==> src/rtl/fp_addsub_seq.sv <==
// Multi-cycle floating-point adder/subtractor: ALIGN -> ADD -> NORM -> ROUND, round-to-nearest-even,
// subnormals flushed to zero, status flags {invalid, overflow, underflow, inexact}.
module fp_addsub_seq #(
    parameter int unsigned EXP_W = 8,
    parameter int unsigned MAN_W = 23
) (
    input  logic                   i_clk,
    input  logic                   i_rst,
    input  logic                   i_start,
    input  logic                   i_op_sub,
    input  logic [EXP_W+MAN_W:0]   i_a,
    input  logic [EXP_W+MAN_W:0]   i_b,
    output logic                   o_busy,
    output logic                   o_done,
    output logic [EXP_W+MAN_W:0]   o_result,
    output logic [3:0]             o_flags
);
    localparam int unsigned W  = EXP_W + MAN_W + 1;
    localparam int unsigned MW = MAN_W + 4;  // hidden, fraction, G, R, S
    localparam int unsigned DW = MAN_W + 5;  // plus carry
    localparam int unsigned EW = EXP_W + 2;  // room for carry and a negative sign
    localparam logic [EW-1:0] ExpMax = EW'((2 ** EXP_W) - 1);
    localparam logic [W-1:0]  QNan   = {1'b0, {EXP_W{1'b1}}, 1'b1, {(MAN_W-1){1'b0}}};

    typedef enum logic [2:0] {StIdle, StAlign, StAdd, StNorm, StRound} state_e;

    state_e          r_state, w_state_nxt;
    logic [W-1:0]    r_a, r_b, r_spec_res, r_result;
    logic [3:0]      r_spec_flg, r_flags;
    logic            r_spec, r_sign, r_zsign, r_sub, r_zero, r_uf, r_done;
    logic [EW-1:0]   r_exp;
    logic [MW-1:0]   r_ml, r_ms, r_nman;
    logic [DW-1:0]   r_sum;

    // ALIGN stage
    logic               w_sa, w_sb, w_a_nan, w_b_nan, w_a_inf, w_b_inf, w_swap, w_spec;
    logic [EXP_W-1:0]   w_ea, w_eb, w_el, w_es, w_diff;
    logic [MAN_W-1:0]   w_fa, w_fb;
    logic [MW-1:0]      w_ma, w_mb, w_ml, w_msm, w_ms_al, w_mask;
    logic [W-1:0]       w_spec_res;
    logic [3:0]         w_spec_flg;

    always_comb begin
        w_sa    = r_a[W-1];
        w_sb    = r_b[W-1];
        w_ea    = r_a[W-2:MAN_W];
        w_eb    = r_b[W-2:MAN_W];
        w_fa    = (w_ea == '0) ? '0 : r_a[MAN_W-1:0];
        w_fb    = (w_eb == '0) ? '0 : r_b[MAN_W-1:0];
        w_a_nan = (&w_ea) & (|w_fa);
        w_b_nan = (&w_eb) & (|w_fb);
        w_a_inf = (&w_ea) & ~(|w_fa);
        w_b_inf = (&w_eb) & ~(|w_fb);
        w_ma    = {(w_ea != '0), w_fa, 3'b000};
        w_mb    = {(w_eb != '0), w_fb, 3'b000};
        w_swap  = {w_eb, w_fb} > {w_ea, w_fa};
        w_el    = w_swap ? w_eb : w_ea;
        w_es    = w_swap ? w_ea : w_eb;
        w_ml    = w_swap ? w_mb : w_ma;
        w_msm   = w_swap ? w_ma : w_mb;
        w_diff  = w_el - w_es;
        w_mask  = ~({MW{1'b1}} << w_diff);
        if (32'(w_diff) >= MAN_W + 3) begin
            w_ms_al = {{(MW-1){1'b0}}, |w_msm};
        end else begin
            w_ms_al = (w_msm >> w_diff) | {{(MW-1){1'b0}}, |(w_msm & w_mask)};
        end
        w_spec     = w_a_nan | w_b_nan | w_a_inf | w_b_inf;
        w_spec_res = r_b;
        w_spec_flg = 4'b0000;
        if (w_a_nan || w_b_nan) begin
            w_spec_res = QNan;
            w_spec_flg = {(w_a_nan & ~w_fa[MAN_W-1]) | (w_b_nan & ~w_fb[MAN_W-1]), 3'b000};
        end else if (w_a_inf && w_b_inf && (w_sa != w_sb)) begin
            w_spec_res = QNan;
            w_spec_flg = 4'b1000;
        end else if (w_a_inf) begin
            w_spec_res = r_a;
        end
    end

    // ADD, NORM and ROUND stages
    logic [DW-1:0]    w_sum;
    logic [EW-1:0]    w_lzc, w_nexp, w_rexp;
    logic [MW-1:0]    w_nman;
    logic             w_inc;
    logic [MAN_W+1:0] w_rman;
    logic [MAN_W-1:0] w_frac;
    logic [W-1:0]     w_res;
    logic [3:0]       w_flg;

    always_comb begin
        w_sum = r_sub ? ({1'b0, r_ml} - {1'b0, r_ms}) : ({1'b0, r_ml} + {1'b0, r_ms});
        w_lzc = '0;
        for (int i = 0; i < MW; i++) begin
            if (r_sum[i]) w_lzc = EW'(MW - 1 - i);
        end
        if (r_sum[DW-1]) begin
            w_nman = {r_sum[DW-1:2], r_sum[1] | r_sum[0]};
            w_nexp = r_exp + 1'b1;
        end else begin
            w_nman = r_sum[MW-1:0] << w_lzc;
            w_nexp = r_exp - w_lzc;
        end
        w_inc  = r_nman[2] & (r_nman[1] | r_nman[0] | r_nman[3]);
        w_rman = {1'b0, r_nman[MW-1:3]} + {{(MAN_W+1){1'b0}}, w_inc};
        w_rexp = r_exp + {{(EW-1){1'b0}}, w_rman[MAN_W+1]};
        w_frac = w_rman[MAN_W+1] ? w_rman[MAN_W:1] : w_rman[MAN_W-1:0];
        if (r_spec) begin
            w_res = r_spec_res;
            w_flg = r_spec_flg;
        end else if (r_zero) begin
            w_res = {r_zsign, {(W-1){1'b0}}};
            w_flg = 4'b0000;
        end else if (r_uf) begin
            w_res = {r_sign, {(W-1){1'b0}}};
            w_flg = 4'b0011;
        end else if (w_rexp >= ExpMax) begin
            w_res = {r_sign, {EXP_W{1'b1}}, {MAN_W{1'b0}}};
            w_flg = 4'b0101;
        end else begin
            w_res = {r_sign, w_rexp[EXP_W-1:0], w_frac};
            w_flg = {3'b000, |r_nman[2:0]};
        end
    end

    always_comb begin
        w_state_nxt = r_state;
        unique case (r_state)
            StIdle:  if (i_start) w_state_nxt = StAlign;
            StAlign: w_state_nxt = StAdd;
            StAdd:   w_state_nxt = StNorm;
            StNorm:  w_state_nxt = StRound;
            StRound: w_state_nxt = StIdle;
            default: w_state_nxt = StIdle;
        endcase
    end

    always_ff @(posedge i_clk or posedge i_rst) begin
        if (i_rst) r_state <= StIdle;
        else       r_state <= w_state_nxt;
    end

    always_ff @(posedge i_clk or posedge i_rst) begin
        if (i_rst) begin
            r_a <= '0; r_b <= '0; r_spec_res <= '0; r_spec_flg <= '0; r_spec <= 1'b0;
            r_sign <= 1'b0; r_zsign <= 1'b0; r_sub <= 1'b0; r_exp <= '0;
            r_ml <= '0; r_ms <= '0; r_sum <= '0; r_nman <= '0; r_zero <= 1'b0; r_uf <= 1'b0;
            r_done <= 1'b0; r_result <= '0; r_flags <= '0;
        end else begin
            r_done <= 1'b0;
            unique case (r_state)
                StIdle: if (i_start) begin
                    r_a <= i_a;
                    r_b <= i_b ^ {i_op_sub, {(W-1){1'b0}}};
                end
                StAlign: begin
                    r_spec     <= w_spec;
                    r_spec_res <= w_spec_res;
                    r_spec_flg <= w_spec_flg;
                    r_sign     <= w_swap ? w_sb : w_sa;
                    r_zsign    <= w_sa & w_sb;
                    r_sub      <= w_sa ^ w_sb;
                    r_exp      <= {2'b00, w_el};
                    r_ml       <= w_ml;
                    r_ms       <= w_ms_al;
                end
                StAdd: r_sum <= w_sum;
                StNorm: begin
                    r_nman <= w_nman;
                    r_exp  <= w_nexp;
                    r_zero <= (r_sum == '0);
                    r_uf   <= w_nexp[EW-1] || (w_nexp == '0);
                end
                StRound: begin
                    r_result <= w_res;
                    r_flags  <= w_flg;
                    r_done   <= 1'b1;
                end
                default: ;
            endcase
        end
    end

    assign o_busy   = (r_state != StIdle);
    assign o_done   = r_done;
    assign o_result = r_result;
    assign o_flags  = r_flags;
endmodule

==> config.mk <==
export PLATFORM = sky130hd
export DESIGN_NAME = fp_addsub_seq
export DESIGN_NICKNAME = d
export VERILOG_FILES = /design/src/rtl/fp_addsub_seq.sv
export SDC_FILE = /design/constraint.sdc
export NUM_CORES = 1
export LEC_CHECK = 0
export ABC_AREA = 1
export ABC_CLOCK_PERIOD_IN_PS = 25500
export BUFFER_PORTS_ARGS = -buffer_cell sky130_fd_sc_hd__buf_4
export CAP_MARGIN = 20
export CORE_MARGIN = 2
export CORE_UTILIZATION = 55
export CTS_BUF_LIST = sky130_fd_sc_hd__clkbuf_8 sky130_fd_sc_hd__clkbuf_16
export DETAILED_ROUTE_END_ITERATION = 10
export GPL_ROUTABILITY_DRIVEN = 1
export PLACE_DENSITY_LB_ADDON = 0.05
export SYNTH_ARGS = -nofsm -noshare
export SYNTH_HDL_FRONTEND = slang
export SYNTH_SLANG_ARGS = --single-unit
==> constraint.sdc <==
create_clock -name i_clk -period 25.5 [get_ports i_clk]
set_clock_uncertainty 0.2 [all_clocks]
set_input_delay 5.1 -clock i_clk [delete_from_list [all_inputs] [get_ports i_clk]]
set_output_delay 5.1 -clock i_clk [all_outputs]
set_load 0.005 [all_outputs]
# After elaboration in Yosys (flattened, before gate mapping)
# Cells that the tools add are included.
[op_classes]
reduce_logical = 21
n_bitwise = 24
n_addsub = 7
multipliers = 0
eq_ne = 6
div = 0
muxes = 56
n_shift = 3
magnitude_cmp = 3
[ops]
columns = ["cell", "count"]
rows = [
  ["2-to-1 mux 10 bit", 27],
  ["2-to-1 mux 32 bit", 5],
  ["2-to-1 mux 27 bit", 4],
  ["2-to-1 mux 23 bit", 3],
  ["2-to-1 mux 31 bit", 2],
  ["OR reduction 27 bit", 2],
  ["OR reduction 23 bit", 2],
  ["bitwise XOR 32 bit", 1],
  ["greater-than comparator 31 bit", 1],
  ["adder 27 x 27 -> 28 bit", 1],
  ["logical NOT 28 bit", 1],
  ["2-to-1 mux 28 bit", 1],
  ["subtractor 27 x 27 -> 28 bit", 1],
  ["AND 27 bit", 1],
  ["inverter 27 bit", 1],
  ["OR 27 x 1 -> 27 bit", 1],
  ["left shift 27 x 10 -> 27 bit", 1],
  ["left shift 27 x 8 -> 27 bit, first input constant", 1],
  [">> shifter 27 x 8 -> 27 bit", 1],
  ["adder 24 x 1 -> 25 bit", 1],
  ["case mux 10 bit (2 select lines)", 1],
  ["logical NOT 8 bit", 2],
  ["2-to-1 mux 8 bit", 2],
  ["AND reduction 8 bit", 2],
  ["other kinds (29)", 55],
]
[totals]
n_memories = 0
out_inout_bits = 38
mem_bits_rw = 0
mem_bits_ro = 0
latchBits = 0
in_bits = 68
register_bits = 265

# Longest topological paths before layout
[depth]
ltp_word = 31
ltp_mapped = 46

# Least setup slack after synthesis
# OpenSTA, ideal clock, no wires.
[synth_timing]
kind = "input -> register"
from = "in i_start"
to = "reg r_b[1]"
stages = 5
setup_time_ns = 0.133
slack_ns = 19.118
path_buffers = 2
arrival_time_ns = 6.050
cell_sequence = "nand3_1 inv_1 clkbuf_1 clkbuf_1 o21ai_0"
[synth_via]
elab_chain_len = 1
[synth_lines]
columns = ["element", "line_no", "rtl"]
rows = [
  ["start: declaration", "9", "input logic i_start,"],
  ["AND reduction 2 bit (no source line)", "n/a", ""],
  ["end signal: assignment", "155", "r_b <= i_b ^ {i_op_sub, {(W-1){1'b0}}};"],
  ["end: declaration", "28", "logic [W-1:0] r_a, r_b, r_spec_res, r_result;"],
]
# No other way between the ends.
# A chain may end at the register's enable or synchronous reset.

# Worst setup path in the final report
[layout_timing]
from = "in i_start"
to = "reg r_b[7]"
# Same word-level chain as after synthesis.

==> results.md <==
- Status: complete, no violations
- Register area: 6480 um2
- CTS tree: built
- Area of the mapped netlist: 18500 um2
- Post-DP HPWL: between 40000 and 50000 um
- Filler cells: between 3000 and 4000
- Core ar.: 33400 um2
- Post-Route WL: 61700 um
- Yosys top cell area share: 35.0%
- Die height: 188 um
- DRT Pass-1 Iters: 8
- N_diodes: 0
- Data required time at the worst endpoint: 25750 ps
- Max cap viols: 0
- DRT iter0 DRCs: 1937
- Post-synth EDFFs: 0
- Root Buffer: clkbuf_16
- Fin util: 61.7%
- Clock Latency Late Sink: 610 ps
- Slew Limit Fails: 0
- CP delay by family, top: buffers and inverters
- Final worst-path cycle share: 27.0%
- Layout net count: 2902
- Ports: 106
- Layout cells sized above 1: 7.80%
- Syn Area/Cell: 6.81 um2
- Critical Path Max Stage Delay: roughly 650 ps
- Routed Antenna Nets: 0
- Largest net degree at the start of global routing: 133
- # DRC: 0
- Routed vias/inst: 5.93
- WP buf/inv: 3
- Cell Chain, Critical Path: buf_4 -> nand3_1 -> inv_2 -> buf_4 -> o21ai_0
- Max frequency: 145 MHz
- Die X-Extent: approximately 190 um
- RSZ-0062 raised after global routing: false
- Wire per inst: 19.1 um
- Multi-input gate area: 10400 um2
- Cell mode on critical path: buf_4
- Hold_buf cts: 0
- Main combinational cell family by area after synthesis: simple AND/OR/NAND/NOR gates
- Initial antenna violation count: 0
- Vias in the first global route: ~18000
- Mapped Cells: 2720
- Global route overflow: 0
- Top post-synthesis cells by area: dfrtp_1, nand2_1, nand3_1
- FFs w/ async S/R, synth: 100%
- Die footprint: 35200 um2
- Worst-path clk slew: roughly 60 ps
- Total GRT Usage: 34.7%
- Adder-cell share of the synthesized area: 4.97%
- Ys flop type: dfrtp_1
- FP Rows: 67
- Syn_nets: 2861
- Worst relative slew slack: 36.6%
- Crit Path Max Fanout: 74
- Deepest clock path buffer count: 3
- Minimum clock period: 6900 ps
- Startpoint Class: primary input
- Post-synthesis compound-gate area fraction: 16.0%
- Clock H-tree levels: 1
- Setup crit end kind: flip-flop
- Synth cell types: 60
- Area leader, netlist: dfrtp_1
- Post-CTS Setup Bufs: 0
- Min-Delay Path Class: flip-flop to flip-flop
- Cts bufs inserted: 30
- First-pass GRT wire length: 97300 um
- Initial Util: 55.5%
- Yosys warning total: 0
- Critical path class: primary input to flip-flop
- Via count: 19200
- GP Congestion: ~1.0
- Final setup viols: 0
- Port Buffers: 105
- Flops & latches, synth: 259
- Post-synthesis xor/xnor area fraction: 3.62%
- Slowest cell on the critical path: inv_2
- CTS sink cnt: around 260
- WP data arrival: 7150 ps
- Synth Area in Simple Gates: 31.3%
- Mux share of post-synthesis cell area: 0.108%
- Area growth from synthesis to layout: 11.1%
- Tightest Pin Transition: 948 ps
- Seq/Total Area, Yosys: a little over a third
- Final TNS setup: 0 ps
- Hold Violations, Final: 0
- PostCTS Resize Cnt: 0
==> worst paths after layout <==
check | from | endpoint | slack, ps | cells past startpoint
max in group asynchronous | i_rst | r_ms[19] | 19130 | 3
hold reg to reg | r_zsign | r_zsign | 280 | 2
setup reg to reg | r_nman[3] | o_result[3] | 19060 | 29
min in group asynchronous | i_rst | r_a[26] | 4440 | 2
setup / recovery | i_start | r_b[7] | 18600 | 5
hold / removal | r_zsign | r_zsign | 280 | 2
==> cell usage after synthesis (5+ instances only) <==
library cell  count
nand2_1         723
a31oi_1          11
nand4_1          57
clkbuf_1         93
inv_1           292
a32o_1           22
o211ai_1         10
dfrtp_1         259
o21ai_0         216
xor2_1           49
buf_2            13
nand2_4           5
buf_1            10
nor2_1          233
o22ai_1          40
nor4_1           14
a21o_1            5
a22oi_1          15
nor3_1           27
xnor2_1          22
inv_2            11
nand3_1         275
a21oi_1         154
ha_1             72
o31ai_1           5
o21ai_1          21
==> through the flow <==
stage | setup slack (ps) | instance area, um2 | std cells | hold WS [ps]
floorplan | 13070 | 18500 | 2720 | 242
global placement | 18160 | 19600 | 3177 | 254
detailed placement | 18050 | 19600 | 3177 | 267
CTS | 18680 | 20600 | 3231 | 282
global route | 18360 | 20600 | 3231 | 306
finish | 18600 | 20600 | 3231 | 283
==> layout make-up <==
type | count | area share [%]
clock buffers | 34 | 3.92
clock inverters | 20 | 0.967
inverters | 308 | 5.67
multi-input cells | 2032 | 50.5
flip-flops and latches | 259 | 31.5
well taps | 448 | 2.72
repair buffers | 130 | 4.74
==> per-layer routing <==
metal	track usage, %	routed length (um)	vias to the layer above
li1	-	-	9153
met1	46.3	25700	8952
met2	55.7	28100	884
met3	5.26	4850	176
met4	16.5	3150	0
met5	0	0	-
==> flip-flops by register name, summed over array words and instances, names as in the netlist, 4 cells and up <==
register    cells
r_sum          28
o_flags         4
r_spec_res     32
r_ms           27
r_ml           24
r_a            32
o_result       32
r_exp          10
r_nman         27
r_b            32
==> cell usage in the layout (no fill, tap or decap), types with 15 or more instances in the layout <==
master,n
a22oi_1,15
inv_1,296
o21ai_1,21
ha_1,72
a32o_1,22
xnor2_1,22
buf_4,130
o21ai_0,216
clkbuf_16,30
nor3_1,26
nand4_1,57
dfrtp_1,259
nand3_1,275
o22ai_1,40
nor2_1,232
xor2_1,49
nand2_1,723
a21oi_1,154
==> worst min-delay path, delay by kind of cell (launching register included) <==
family / cells / cell delay, ps
DFF: 1 / 350
and+or+nand+nor: 2 / 110
==> kinds of logic after synthesis <==
group | Yosys count
xor gates and xnor gates | 74
AOI/OAI and AO/OA | 524
DFF | 259
buffers and inverters | 429
adders and majority gates | 73
muxes | 2
and+or+nand+nor | 1359
Power is left out: the tool's default activity adds up to more than one toggle a clock period on the data nets, which glitch-free logic cannot reach.
